`src/rtl/narvie_uart_pkg.sv`:
```
// Shared UART constants and byte-FSM state encoding for the narvie bridge.
package narvie_uart_pkg;
    localparam int CLK_HZ_DEFAULT = 12_000_000;
    localparam int B9600          = 9_600;
    localparam int B57600         = 57_600;
    localparam int B115200        = 115_200;

    localparam logic [31:0] NOP_INSTR = 32'h0000_0013;

    typedef logic [1:0] rx_state_t;
    localparam rx_state_t ST_IDLE  = 2'd0;
    localparam rx_state_t ST_START = 2'd1;
    localparam rx_state_t ST_DATA  = 2'd2;
    localparam rx_state_t ST_STOP  = 2'd3;
endpackage

```
`src/rtl/uart_rx_byte.sv`:
```
// 8N1 byte receiver: input synchroniser, mid-bit sampling FSM, stop-bit check.
module uart_rx_byte
    import narvie_uart_pkg::*;
#(
    parameter int CLKS_PER_BIT = 104
) (
    input  logic       clk12,
    input  logic       rst,
    input  logic       rx,
    output logic [7:0] byte_data,
    output logic       byte_valid,
    output logic       frame_err,
    output logic       idle
);
    localparam int CW = $clog2(CLKS_PER_BIT);
    localparam logic [CW-1:0] HALF = CW'(CLKS_PER_BIT / 2 - 1);
    localparam logic [CW-1:0] FULL = CW'(CLKS_PER_BIT - 1);

    logic          rx_meta, rxs;
    rx_state_t     state;
    logic [CW-1:0] cnt;
    logic [2:0]    bit_idx;

    assign idle = (state == ST_IDLE);

    always_ff @(posedge clk12 or posedge rst) begin
        if (rst) begin
            rx_meta    <= 1'b1;
            rxs        <= 1'b1;
            state      <= ST_IDLE;
            cnt        <= '0;
            bit_idx    <= '0;
            byte_data  <= '0;
            byte_valid <= 1'b0;
            frame_err  <= 1'b0;
        end else begin
            rx_meta    <= rx;
            rxs        <= rx_meta;
            byte_valid <= 1'b0;
            frame_err  <= 1'b0;
            case (state)
                ST_IDLE: begin
                    // rx_meta is the next value of rxs: this catches the 1->0 fall of rxs
                    // on the very edge it happens, keeping the sample points early.
                    if (rxs && !rx_meta) begin
                        state <= ST_START;
                        cnt   <= HALF;
                    end
                end
                ST_START: begin
                    if (cnt == '0) begin
                        if (!rxs) begin
                            state   <= ST_DATA;
                            cnt     <= FULL;
                            bit_idx <= '0;
                        end else begin
                            state <= ST_IDLE;
                        end
                    end else begin
                        cnt <= cnt - 1'b1;
                    end
                end
                ST_DATA: begin
                    if (cnt == '0) begin
                        byte_data <= {rxs, byte_data[7:1]};
                        cnt       <= FULL;
                        bit_idx   <= bit_idx + 1'b1;
                        if (bit_idx == 3'd7) state <= ST_STOP;
                    end else begin
                        cnt <= cnt - 1'b1;
                    end
                end
                ST_STOP: begin
                    if (cnt == '0) begin
                        // Back to IDLE at mid-stop so a back-to-back start edge is never missed.
                        state <= ST_IDLE;
                        if (rxs) byte_valid <= 1'b1;
                        else     frame_err  <= 1'b1;
                    end else begin
                        cnt <= cnt - 1'b1;
                    end
                end
                default: state <= ST_IDLE;
            endcase
        end
    end
endmodule

```
`src/rtl/uart_rx_instruction.sv`:
```
// Assembles four received UART bytes into a 32-bit instruction word with an inter-byte timeout.
module uart_rx_instruction
    import narvie_uart_pkg::*;
#(
    parameter int CLK_HZ       = CLK_HZ_DEFAULT,
    parameter int BAUD         = B115200,
    parameter int TIMEOUT_BITS = 20
) (
    input  logic        clk12,
    input  logic        rst,
    input  logic        rx,
    output logic [31:0] instruction,
    output logic        instruction_rcv,
    output logic        frame_err,
    output logic        busy
);
    localparam int CLKS_PER_BIT = CLK_HZ / BAUD;
    localparam int TO_LIMIT     = TIMEOUT_BITS * CLKS_PER_BIT;
    localparam int TW           = $clog2(TO_LIMIT + 1);

    logic [7:0]  byte_data;
    logic        byte_valid, rx_idle, timeout;
    logic [1:0]  byte_idx;
    logic [23:0] hold;
    logic [TW-1:0] to_cnt;

    uart_rx_byte #(.CLKS_PER_BIT(CLKS_PER_BIT)) u_byte (
        .clk12      (clk12),
        .rst        (rst),
        .rx         (rx),
        .byte_data  (byte_data),
        .byte_valid (byte_valid),
        .frame_err  (frame_err),
        .idle       (rx_idle)
    );

    assign timeout = (to_cnt == TW'(TO_LIMIT));
    assign busy    = !rx_idle || (byte_idx != 2'd0);

    always_ff @(posedge clk12 or posedge rst) begin
        if (rst) begin
            instruction     <= NOP_INSTR;
            instruction_rcv <= 1'b0;
            byte_idx        <= '0;
            hold            <= '0;
            to_cnt          <= '0;
        end else begin
            instruction_rcv <= 1'b0;
            if (byte_valid) begin
                case (byte_idx)
                    2'd0: hold[7:0]   <= byte_data;
                    2'd1: hold[15:8]  <= byte_data;
                    2'd2: hold[23:16] <= byte_data;
                    default: begin
                        instruction     <= {byte_data, hold};
                        instruction_rcv <= 1'b1;
                    end
                endcase
                byte_idx <= byte_idx + 1'b1;
            end else if (frame_err || timeout) begin
                byte_idx <= '0;
            end
            // Gap timer only runs between bytes of a partial word; any frame activity resets it.
            if (!rx_idle || byte_idx == 2'd0 || timeout) to_cnt <= '0;
            else                                          to_cnt <= to_cnt + 1'b1;
        end
    end
endmodule
```
`config.mk`:
```
export PLATFORM = sky130hd
export DESIGN_NAME = uart_rx_instruction
export DESIGN_NICKNAME = d
export VERILOG_FILES = /design/src/rtl/narvie_uart_pkg.sv /design/src/rtl/uart_rx_byte.sv /design/src/rtl/uart_rx_instruction.sv
export SDC_FILE = /design/constraint.sdc
export NUM_CORES = 1
export LEC_CHECK = 0
export CORE_MARGIN = 2
export CORE_UTILIZATION = 57
export DETAILED_ROUTE_END_ITERATION = 6
export PLACE_DENSITY = 0.81
export SYNTH_ARGS = -nofsm -noshare
export SYNTH_HDL_FRONTEND = slang
export SYNTH_SLANG_ARGS = --single-unit
```
`constraint.sdc`:
```
create_clock -name clk12 -period 3.6 [get_ports clk12]
set_clock_uncertainty 0.1 [all_clocks]
set_input_delay 0.72 -clock clk12 [delete_from_list [all_inputs] [get_ports clk12]]
set_output_delay 0.72 -clock clk12 [all_outputs]
set_load 0.005 [all_outputs]
```
* Word level (Yosys, flattened, before mapping) *
Cells that the tools add are included.

word-level totals
  register bits = 95
  bits of input ports = 3

cells by class
  $add $sub $neg = 4
  eq/ne operators = 15
  muxes and demuxes = 28
  bitwise logic cells = 1
  reductions and logical operators = 22

operators with widths
  kind                   count
  $mux 7                 5
  $pmux 7 s4             1
  $mux 2                 8
  $add 12x1->12 const B  1
  $eq 12x12->1 const B   1
  $mux 12                1
  $ne 2x1->1 const B     5
  $reduce_and 2->1       5
  $mux 3                 3
  $mux 1                 8
  $pmux 2 s4             1
  $logic_not 7->1        1
  $sub 7x1->7 const B    1
  $eq 2x2->1 const B     3
  $pmux 3 s2             1
  $reduce_bool 2->1      3
  $reduce_and 5->1       1
  $eq 2x1->1 const B     2
  $logic_not 2->1        2
  $logic_or 1x1->1       4
  $ne 2x2->1 const B     2
  $reduce_and 4->1       1
  $add 3x1->3 const B    1
  $eq 3x3->1 const B     1
  7 further kinds        8

* Longest topological paths before layout *
Gate-level depths: netlist (run 1).

  depth in word-level cells = 5
  mapped depth = 7

* By module *
From an unflattened synthesis (run 1), not the netlist that was laid out.

second synthesis, totals
  cells, all modules = 331
  area, all modules = 4,199.0 sq um

by module, submodules not included
  module               times used  cells an instance  area each (sq um)  sequential area each (sq um)
  uart_rx_instruction  1           199                2,874.0            1,780.5
  uart_rx_byte         1           132                1,325.0            603.1

* Worst setup path after synthesis (run 1) *
Ideal clock, no wire load.

  kind = reg-to-reg
  start point = reg u_byte.cnt[0]
  end point = reg u_byte.bit_idx[0]
  arrival time = 1,831 ps
  slack = 1,544 ps
  stages on the path, launching flop included = 7
  buffers on the path = 0
  period minus slack after synthesis = 2,056 ps
  path through = dfrtp_1 -> inv_1 -> ha_1 -> or4b_4 -> nor2_8 -> a32o_1 -> mux2_2

between the ends
  cells in the longest elaborated chain, start to end = 3
  elaborated cells on any way between the ends = 4
  those cells by class = 2 x eq/ne; 2 x reduce/logical

RTL lines
  item                                   RTL line                                RTL
  start: declaration                     uart_rx_byte.sv:21                      logic [CW-1:0] cnt;
  start signal: assignment               uart_rx_byte.sv:60                      cnt <= cnt - 1'b1;
  start signal: assignment               uart_rx_byte.sv:70                      cnt <= cnt - 1'b1;
  start signal: assignment               uart_rx_byte.sv:80                      cnt <= cnt - 1'b1;
  $logic_not 7->1 (*)                    uart_rx_byte.sv:51, uart_rx_byte.sv:64
  $ne 2x1->1 (no source line)            --
  $reduce_and 4->1 (no source line) (*)  --
  end signal: assignment                 uart_rx_byte.sv:67                      bit_idx <= bit_idx + 1'b1;
  end: declaration                       uart_rx_byte.sv:22                      logic [2:0] bit_idx;

Every way passes the cells marked *; elsewhere a longest branch is shown, timed or not.
A chain may end at the register's enable or synchronous reset.

* Worst setup path after layout (run 1) *
  start point = reg u_byte.state[0]
  end point = out busy

between the ends
  cells in the longest elaborated chain, start to end = 3

RTL lines
  item                      RTL line                   RTL
  start: declaration        uart_rx_byte.sv:20         rx_state_t state;
  start signal: assignment  uart_rx_byte.sv:30         state <= ST_IDLE;
  start signal: assignment  uart_rx_byte.sv:46         state <= ST_START;
  start signal: assignment  uart_rx_byte.sv:53         state <= ST_DATA;
  $logic_not 2->1           uart_rx_byte.sv:24         assign idle = (state == ST_IDLE);
  $logic_not 1->1           uart_rx_instruction.sv:38  assign busy = !rx_idle || (byte_idx != 2'd0);
  $logic_or 1x1->1          uart_rx_instruction.sv:38
  end: declaration          uart_rx_instruction.sv:15  output logic busy

No other way between the ends.

==> results of run 1 <==
-- sequential cells by signal (all words and copies together) (netlist names), 2 cells and up, named ones only --
register and flops:
byte_idx 2, to_cnt 12, u_byte.bit_idx 3, instruction 32, hold 24, u_byte.byte_data 8, u_byte.cnt 7
-- layout make-up --
type,instances,area (sq um)
inverters,16,61.31
repair buffers,39,397.9
flip-flops and latches,95,2384
clock buffers,10,137.6
multi-input cells,199,1640
fillers,495,2053
clock inverters,6,75.07
well taps,96,120.1
-- worst max-delay path: cells and delay by family (launching register included) --
kind | cells | cell delay, ns
buf+inv | 2 | 0.57
flops | 1 | 0.42
fa+ha+maj | 1 | 0.35
simple gates | 1 | 0.11
-- Yosys cell counts, types with 2 or more instances --
library cell	count	area [sq um]
dfrtp_1	90	2252
mux2_2	66	743.2
nor2_1	23	86.33
inv_1	16	60.06
nand2_1	15	56.30
ha_1	14	175.2
o21ai_0	7	35.03
a21oi_1	6	30.03
nand3_1	6	30.03
nor3_1	6	30.03
dfstp_2	5	131.4
xor2_1	5	43.79
clkbuf_1	4	15.01
nand4_1	4	25.02
xnor2_1	4	35.03
buf_1	3	11.26
mux2i_1	3	30.03
nand2b_1	3	18.77
or3_1	3	18.77
a21boi_0	2	15.01
a21o_1	2	15.01
a2bb2oi_1	2	17.52
a31oi_1	2	12.51
and4_1	2	17.52
nor2b_1	2	12.51
nor4_1	2	12.51
o211ai_1	2	15.01
o2bb2ai_1	2	17.52
or2_2	2	12.51
-- how the worst max path moves through the flow --
stage	from	end	slack (ns)	depth (start not counted)
6_report	u_byte.state[0]	busy	0.96	4
5_1_grt	u_byte.state[0]	busy	0.84	4
4_1_cts	u_byte.state[0]	busy	0.95	4
3_5_place_dp	u_byte.state[0]	busy	1.37	4
3_3_place_gp	u_byte.state[0]	busy	1.40	4
2_1_floorplan	rst	asynchronous set/reset pin	0.31	1
-- logic make-up (layout without fill, tap and decap cells) --
group / after synthesis / count (layout) / share of synthesized area (%)
flops: 95 / 95 / 57.99
simple gates: 75 / 75 / 9.589
mux: 69 / 69 / 18.81
compound gates: 32 / 32 / 5.327
buf+inv: 23 / 71 / 2.100
fa+ha+maj: 14 / 14 / 4.262
xor+xnor: 9 / 9 / 1.918
-- stage by stage --
stage / hold WS [ns] / setup slack [ns] / utilization [%]
after floorplan: 0.2506 / 0.3113 / -
after CTS: 0.2701 / 0.9490 / 70.11
final: 0.2699 / 0.9632 / 70.11
after global routing: 0.2778 / 0.8404 / 70.11
after global placement: 0.2542 / 1.404 / 67.01
after detailed placement: 0.2563 / 1.366 / 67.01
-- power breakdown --
part	internal (mW)	switching, mW	total (mW)
combinational	0.289	0.410	0.698
clock	0.351	0.380	0.731
sequential	1.14	0.0806	1.22
total	1.78	0.870	2.65
-- routing by layer --
metal / wire (microns) / global-route usage, % / up-vias
li1: - / - / 1202
met1: 3302 / 27.86 / 1299
met2: 3511 / 33.45 / 45
met3: 170 / 3.416 / 14
met4: 146 / 8.264 / 0
met5: 0 / 0 / -
==> results.json, run 1 <==
{
  "layout_common_cells": "dfrtp_1 (90), mux2_2 (66), clkdlybuf4s50_1 (37)",
  "fin_nets": 377,
  "worstPathRequired_ns": 2.78,
  "hold_viol_final": 0,
  "cp_data_arrival_time_ns": 1.82,
  "drc": 0,
  "yosysWarnings": 0,
  "clock_latency_ns": 0.36,
  "port-buffer-count": 37,
  "cp_slowest_cell": "clkdlybuf4s50_1",
  "initial_core_util_pct": 59.84,
  "synth_area_sq_um": 4110,
  "crit_path_start_kind": "register",
  "rsz0062_at_grt": "false",
  "cts_hold_buf": 0,
  "ios": 38,
  "antenna_found_initial": 0,
  "max_freq_mhz": 379.3,
  "r2r_end": "u_byte.bit_idx[0]",
  "leakagePower_nw": 2.307,
  "ff2ff_path_depth": 6,
  "dp_hpwl_microns": 4811,
  "drive_above_1_share_pct": 26.30,
  "areaGrowthSynthToFinish_pct": 17.17,
  "min_path_type": "register to register",
  "overflow": 0,
  "ys_seq_area_share_pct": 57.99,
  "regToRegStartpoint": "u_byte.cnt[0]",
  "period_needed_ns": 2.637,
  "die_h_microns": 88.92,
  "clkTransAtPathRegs_ns": 0.09,
  "drt_iter0_markers": 128,
  "cts_root_buffer": "clkbuf_8",
  "syn_area_per_cell_sq_um": 12.97,
  "antenna_cells": 0,
  "maxCapViolations": 0,
  "r2r_slack_ns": 1.35,
  "worstPathMaxFanout": 10,
  "coreArea_sq_um": 6869,
  "final_common_cell": "dfrtp_1",
  "synth-seq-cells": 95,
  "placed_cells": 445,
  "min_from": "u_byte.rx_meta",
  "grtUsageTotal_pct": 20.57,
  "setup_viol": 0,
  "synth_ff_type": "dfrtp_1",
  "synth_async_sr_flop_share_pct": 100.0,
  "status": "complete, no violations",
  "vias": 2560,
  "clockBufferDepth": 2,
  "fin_crit_sh_pct": 73.24,
  "post-cts-setup-buffers": 0,
  "maxSlewHeadroom_pct": 61.84,
  "grt_pass1_wl_microns": 12370,
  "ir_worst_vdd_uv": 489.7,
  "slowest_delay_ns": 0.46,
  "synth_edf_count": 0,
  "htreeDepth": 3,
  "fin_cells": 461,
  "power_mw": 2.645,
  "placed_area_sq_um": 4603,
  "design_area_sq_um": 4816,
  "dieArea_sq_um": 7906,
  "wirelength_microns": 7130,
  "cp-end-kind": "output port",
  "cts_resized": 0,
  "crit_type": "register to output port",
  "fp.dieW_microns": 88.92,
  "row_count": 30,
  "cts_buffers": 9,
  "antenna_left": 0,
  "cts_num_sinks": 95,
  "synth.distinct_cells": 43,
  "fin_setup_tns_ns": 0,
  "path_cells": "inv_1, ha_1, nand2_1, clkdlybuf4s50_1",
  "via_per_inst": 5.553,
  "synth_fp_nets": 334,
  "maxSlewViolCount": 0,
  "grt_pass1_vias": 2610,
  "firstDrtPassIters": 4,
  "min_to": "u_byte.rxs",
  "whs_path_depth": 0,
  "cts_tree": "done",
  "wl_per_cell_microns": 15.47,
  "synth_cells": 317,
  "tightestPinTransition_ns": 0.5645,
  "grt_max_degree": 96,
  "p_per_area_nw_per_um2": 549.3,
  "place_congestion": 0.8325
}
Power figures use the tool's default switching activity.
==> run 2: changes to the inputs <==
clock period = 2.5 ns   (was 3.6 ns; I/O delays follow)
==> results.json, run 2 (same netlist as run 1, synthesis figures left out) <==
{
  "rsz0062_at_grt": "false",
  "drive_above_1_share_pct": 26.23,
  "clkTransAtPathRegs_ns": 0.08,
  "port-buffer-count": 37,
  "maxSlewHeadroom_pct": 60.35,
  "antenna_left": 0,
  "wl_per_cell_microns": 15.28,
  "min_to": "u_byte.rxs",
  "cts_num_sinks": 95,
  "cp-end-kind": "output port",
  "placed_cells": 446,
  "layout_common_cells": "dfrtp_1 (90), mux2_2 (66), clkdlybuf4s50_1 (37)",
  "ff2ff_path_depth": 6,
  "setup_viol": 0,
  "fin_hold_ws_ns": 0.2711,
  "reg.largest.list": "instruction x32, hold x24, to_cnt x12",
  "finalWorstSetupSlack_ns": 0.1752,
  "fin_nets": 378,
  "r2r_slack_ns": 0.30,
  "vias": 2568,
  "whs_path_depth": 0,
  "drt_iter0_markers": 111,
  "maxCapViolations": 0,
  "grt_util_met2_pct": 32.84,
  "grt_pass1_vias": 2565,
  "fp.dieW_microns": 88.92,
  "worstPathRequired_ns": 1.90,
  "tightestPinTransition_ns": 0.5865,
  "leakagePower_nw": 2.302,
  "largest_reg_flops": 32,
  "row_count": 30,
  "coreArea_sq_um": 6869,
  "grt_most_used_layer": "met2",
  "antenna_cells": 0,
  "grt_max_degree": 63,
  "cts_tree": "done",
  "overflow": 0,
  "areaGrowthSynthToFinish_pct": 17.35,
  "maxSlewViolCount": 0,
  "fin_util_pct": 70.22,
  "min_from": "u_byte.rx_meta",
  "via_per_inst": 5.558,
  "fin_setup_tns_ns": 0,
  "min_path_type": "register to register",
  "cts_hold_buf": 0,
  "period_needed_ns": 2.325,
  "dp_hpwl_microns": 4942,
  "ir_worst_vdd_uv": 657.4,
  "drc": 0,
  "firstDrtPassIters": 4,
  "cts_root_buffer": "clkbuf_8",
  "htreeDepth": 3,
  "fin_crit_sh_pct": 92.99,
  "worstPathMaxFanout": 10,
  "antenna_found_initial": 0,
  "crit_path_start_kind": "register",
  "final_common_cell": "dfrtp_1",
  "cp_data_arrival_time_ns": 1.72,
  "die_h_microns": 88.92,
  "dp_slack_ns": 0.3207,
  "max_freq_mhz": 430.1,
  "regToRegStartpoint": "u_byte.cnt[0]",
  "met3_usage_pct": 3.693,
  "placed_area_sq_um": 4626,
  "grt_pass1_wl_microns": 12230,
  "power_mw": 3.757,
  "post-cts-setup-buffers": 0,
  "place_congestion": 0.8881,
  "initial_core_util_pct": 59.84,
  "clockBufferDepth": 2,
  "fin_cells": 462,
  "wirelength_microns": 7058,
  "hold_viol_final": 0,
  "ios": 38,
  "cts_buffers": 9,
  "grtUsageTotal_pct": 20.23,
  "fill_cells": 493,
  "design_area_sq_um": 4823,
  "dieArea_sq_um": 7906,
  "r2r_end": "u_byte.bit_idx[0]",
  "crit_type": "register to output port",
  "clock_latency_ns": 0.36,
  "p_per_area_nw_per_um2": 778.9,
  "largest_register": "instruction",
  "status": "complete, no violations",
  "grt_use_met1_pct": 27.26
}
run 2: worst max-delay path, stage by stage, from the launching register on:
cell and delay, ns:
dfrtp_1 0.42, inv_1 0.11, ha_2 0.30, nand2_1 0.09
clkdlybuf4s50_1 0.45
run 2: power by group:
part | internal, mW | total, mW | leakage [nW] | switching (mW)
combinational | 0.424 | 1.01 | 0.912 | 0.582
clock | 0.472 | 1.00 | 0.0945 | 0.528
sequential | 1.64 | 1.75 | 1.30 | 0.115
run 2: how the worst max path moves through the flow:
stage	startpoint	endpoint	slack [ns]
final	u_byte.state[0]	busy	0.18
after global routing	u_byte.cnt[0]	u_byte.cnt[3]	0.08
after CTS	u_byte.state[0]	busy	0.08
after floorplan	u_byte.cnt[0]	u_byte.bit_idx[0]	0.44
after global placement	u_byte.cnt[0]	u_byte.bit_idx[0]	0.38
after detailed placement	u_byte.cnt[0]	u_byte.bit_idx[0]	0.32
run 2: layer usage:
metal / vias to the layer above / routed length, microns
met5: - / 0
met4: 0 / 81
met3: 8 / 291
met2: 62 / 3483
met1: 1291 / 3200
li1: 1207 / -
run 2: what timing repair did:
action                                 in CTS  in global routing
endpoints found under the hold margin       0                  0
gates resized for setup                     0                  1
setup endpoints to repair                   0                  1
run 2: layout make-up:
type	count	area, sq um	share of cell area (%)
tap	96	120.1	2.490
sequential	95	2384	49.42
multi-input combinational	199	1643	34.06
timing repair buffer	40	417.9	8.664
clock buffer	11	131.4	2.724
clock inverter	5	63.81	1.323
inverter	16	63.81	1.323
==> run 3: changes to the inputs <==
==> constraint.sdc (replaced) <==
create_clock -name clk12 -period 2.5 [get_ports clk12]
set_clock_uncertainty 0.1 [all_clocks]
set_input_delay 0.25 -clock clk12 [delete_from_list [all_inputs] [get_ports clk12]]
set_output_delay 0.25 -clock clk12 [all_outputs]
set_load 0.005 [all_outputs]
==> results.json, run 3 (same netlist as run 1, synthesis figures left out) <==
{
  "min_path_type": "input port to register",
  "reg.largest.list": "instruction x32, hold x24, to_cnt x12",
  "fin_crit_sh_pct": 89.84,
  "placed_cells": 447,
  "clockBufferDepth": 2,
  "fin_util_pct": 69.98,
  "p_per_area_nw_per_um2": 760.2,
  "wl_per_cell_microns": 15.59,
  "ir_worst_vdd_uv": 574.6,
  "largest_reg_flops": 32,
  "wirelength_microns": 7218,
  "maxCapViolations": 0,
  "period_needed_ns": 2.246,
  "firstDrtPassIters": 4,
  "p_clk_share_pct": 24.4,
  "cts_resized": 0,
  "drive_above_1_share_pct": 26.43,
  "power_frac_comb_pct": 27.6,
  "sequentialPowerShare_pct": 48.0,
  "grt_most_used_layer": "met2",
  "swShare_pct": 33.85,
  "cts_buffers": 9,
  "initial_core_util_pct": 59.84,
  "max_freq_mhz": 445.2,
  "antenna_left": 0,
  "worstPathRequired_ns": 2.15,
  "via_per_inst": 5.553,
  "cts_tree": "done",
  "row_count": 30,
  "cts_root_buffer": "clkbuf_8",
  "antenna_cells": 0,
  "status": "complete, no violations",
  "htreeDepth": 3,
  "die_h_microns": 88.92,
  "drt_iter0_markers": 93,
  "worstPathMaxFanout": 10,
  "fin_cells": 463,
  "leakagePower_nw": 2.297,
  "layout_common_cells": "dfrtp_1 (90), mux2_2 (66), clkdlybuf4s50_1 (37)",
  "cp-end-kind": "output port",
  "intPower_mw": 2.418,
  "grt_util_met2_pct": 35.21,
  "fin_hold_ws_ns": 0.1928,
  "rsz0062_at_grt": "false",
  "grt_use_met1_pct": 27.06,
  "cts_num_sinks": 95,
  "final_common_cell": "dfrtp_1",
  "coreArea_sq_um": 6869,
  "maxSlewViolCount": 0,
  "antenna_found_initial": 0,
  "power_mw": 3.654,
  "post-cts-setup-buffers": 0,
  "largest_register": "instruction",
  "met3_usage_pct": 4.155,
  "dp_hpwl_microns": 5065,
  "ios": 38,
  "crit_path_start_kind": "register",
  "cts_hold_buf": 0,
  "dp_slack_ns": 0.3081,
  "fp.dieW_microns": 88.92,
  "port-buffer-count": 37,
  "place_congestion": 0.9097,
  "grtUsageTotal_pct": 20.98,
  "grt_max_degree": 34,
  "overflow": 0,
  "clkTransAtPathRegs_ns": 0.09,
  "cp_data_arrival_time_ns": 1.90,
  "dieArea_sq_um": 7906,
  "crit_type": "register to output port",
  "fin_setup_tns_ns": 0,
  "grt_pass1_wl_microns": 12550,
  "placed_area_sq_um": 4633,
  "vias": 2571,
  "hold_viol_final": 0,
  "fin_nets": 379,
  "setup_viol": 0,
  "drc": 0,
  "design_area_sq_um": 4807,
  "finalWorstSetupSlack_ns": 0.2540,
  "clock_latency_ns": 0.35,
  "areaGrowthSynthToFinish_pct": 16.96,
  "p_switching_mw": 1.237,
  "grt_pass1_vias": 2639,
  "maxSlewHeadroom_pct": 57.46,
  "tightestPinTransition_ns": 0.6292
}
[run 3: critical path: stages, from the launching register on]
cell and delay [ns]:
dfrtp_1 0.44, inv_1 0.13, ha_1 0.38, nand2_1 0.12, clkdlybuf4s50_1 0.47
[run 3: layer usage]
metal  up-vias  share of wire [%]
li1       1216                  -
met1      1281                 44
met2        63                 51
met3        11                4.1
met4         0                1.3
met5         -                  0
[run 3: path summary, 6_finish.rpt]
check	startpoint	end	slack, ns	cells after the start
max	u_byte.state[0]	busy	0.25	4
min	rx	u_byte.rx_meta	0.19	1
max reg2reg	u_byte.cnt[0]	u_byte.bit_idx[0]	0.28	6
min reg2reg	u_byte.rx_meta	u_byte.rxs	0.27	0
max in group asynchronous	rst	instruction[1]	1.37	3
min in group asynchronous	rst	instruction[7]	0.21	2
[run 3: power groups by stage]
stage | logic, mW | clock network, mW | registers, mW
after floorplan | 0.771 | 0 | 1.75
final | 1.01 | 0.893 | 1.75
after CTS | 0.997 | 0.926 | 1.75
after global routing | 1.13 | 0.983 | 1.77
after detailed placement | 0.994 | 0 | 1.78
after global placement | 0.950 | 0 | 1.78
[run 3: cell type report]
class,instances,area [sq um]
flip-flops and latches,95,2384
fillers,474,2062
multi-input cells,199,1640
repair buffers,41,425.4
clock buffers,10,127.6
well taps,96,120.1
inverters,16,63.81
clock inverters,6,46.29
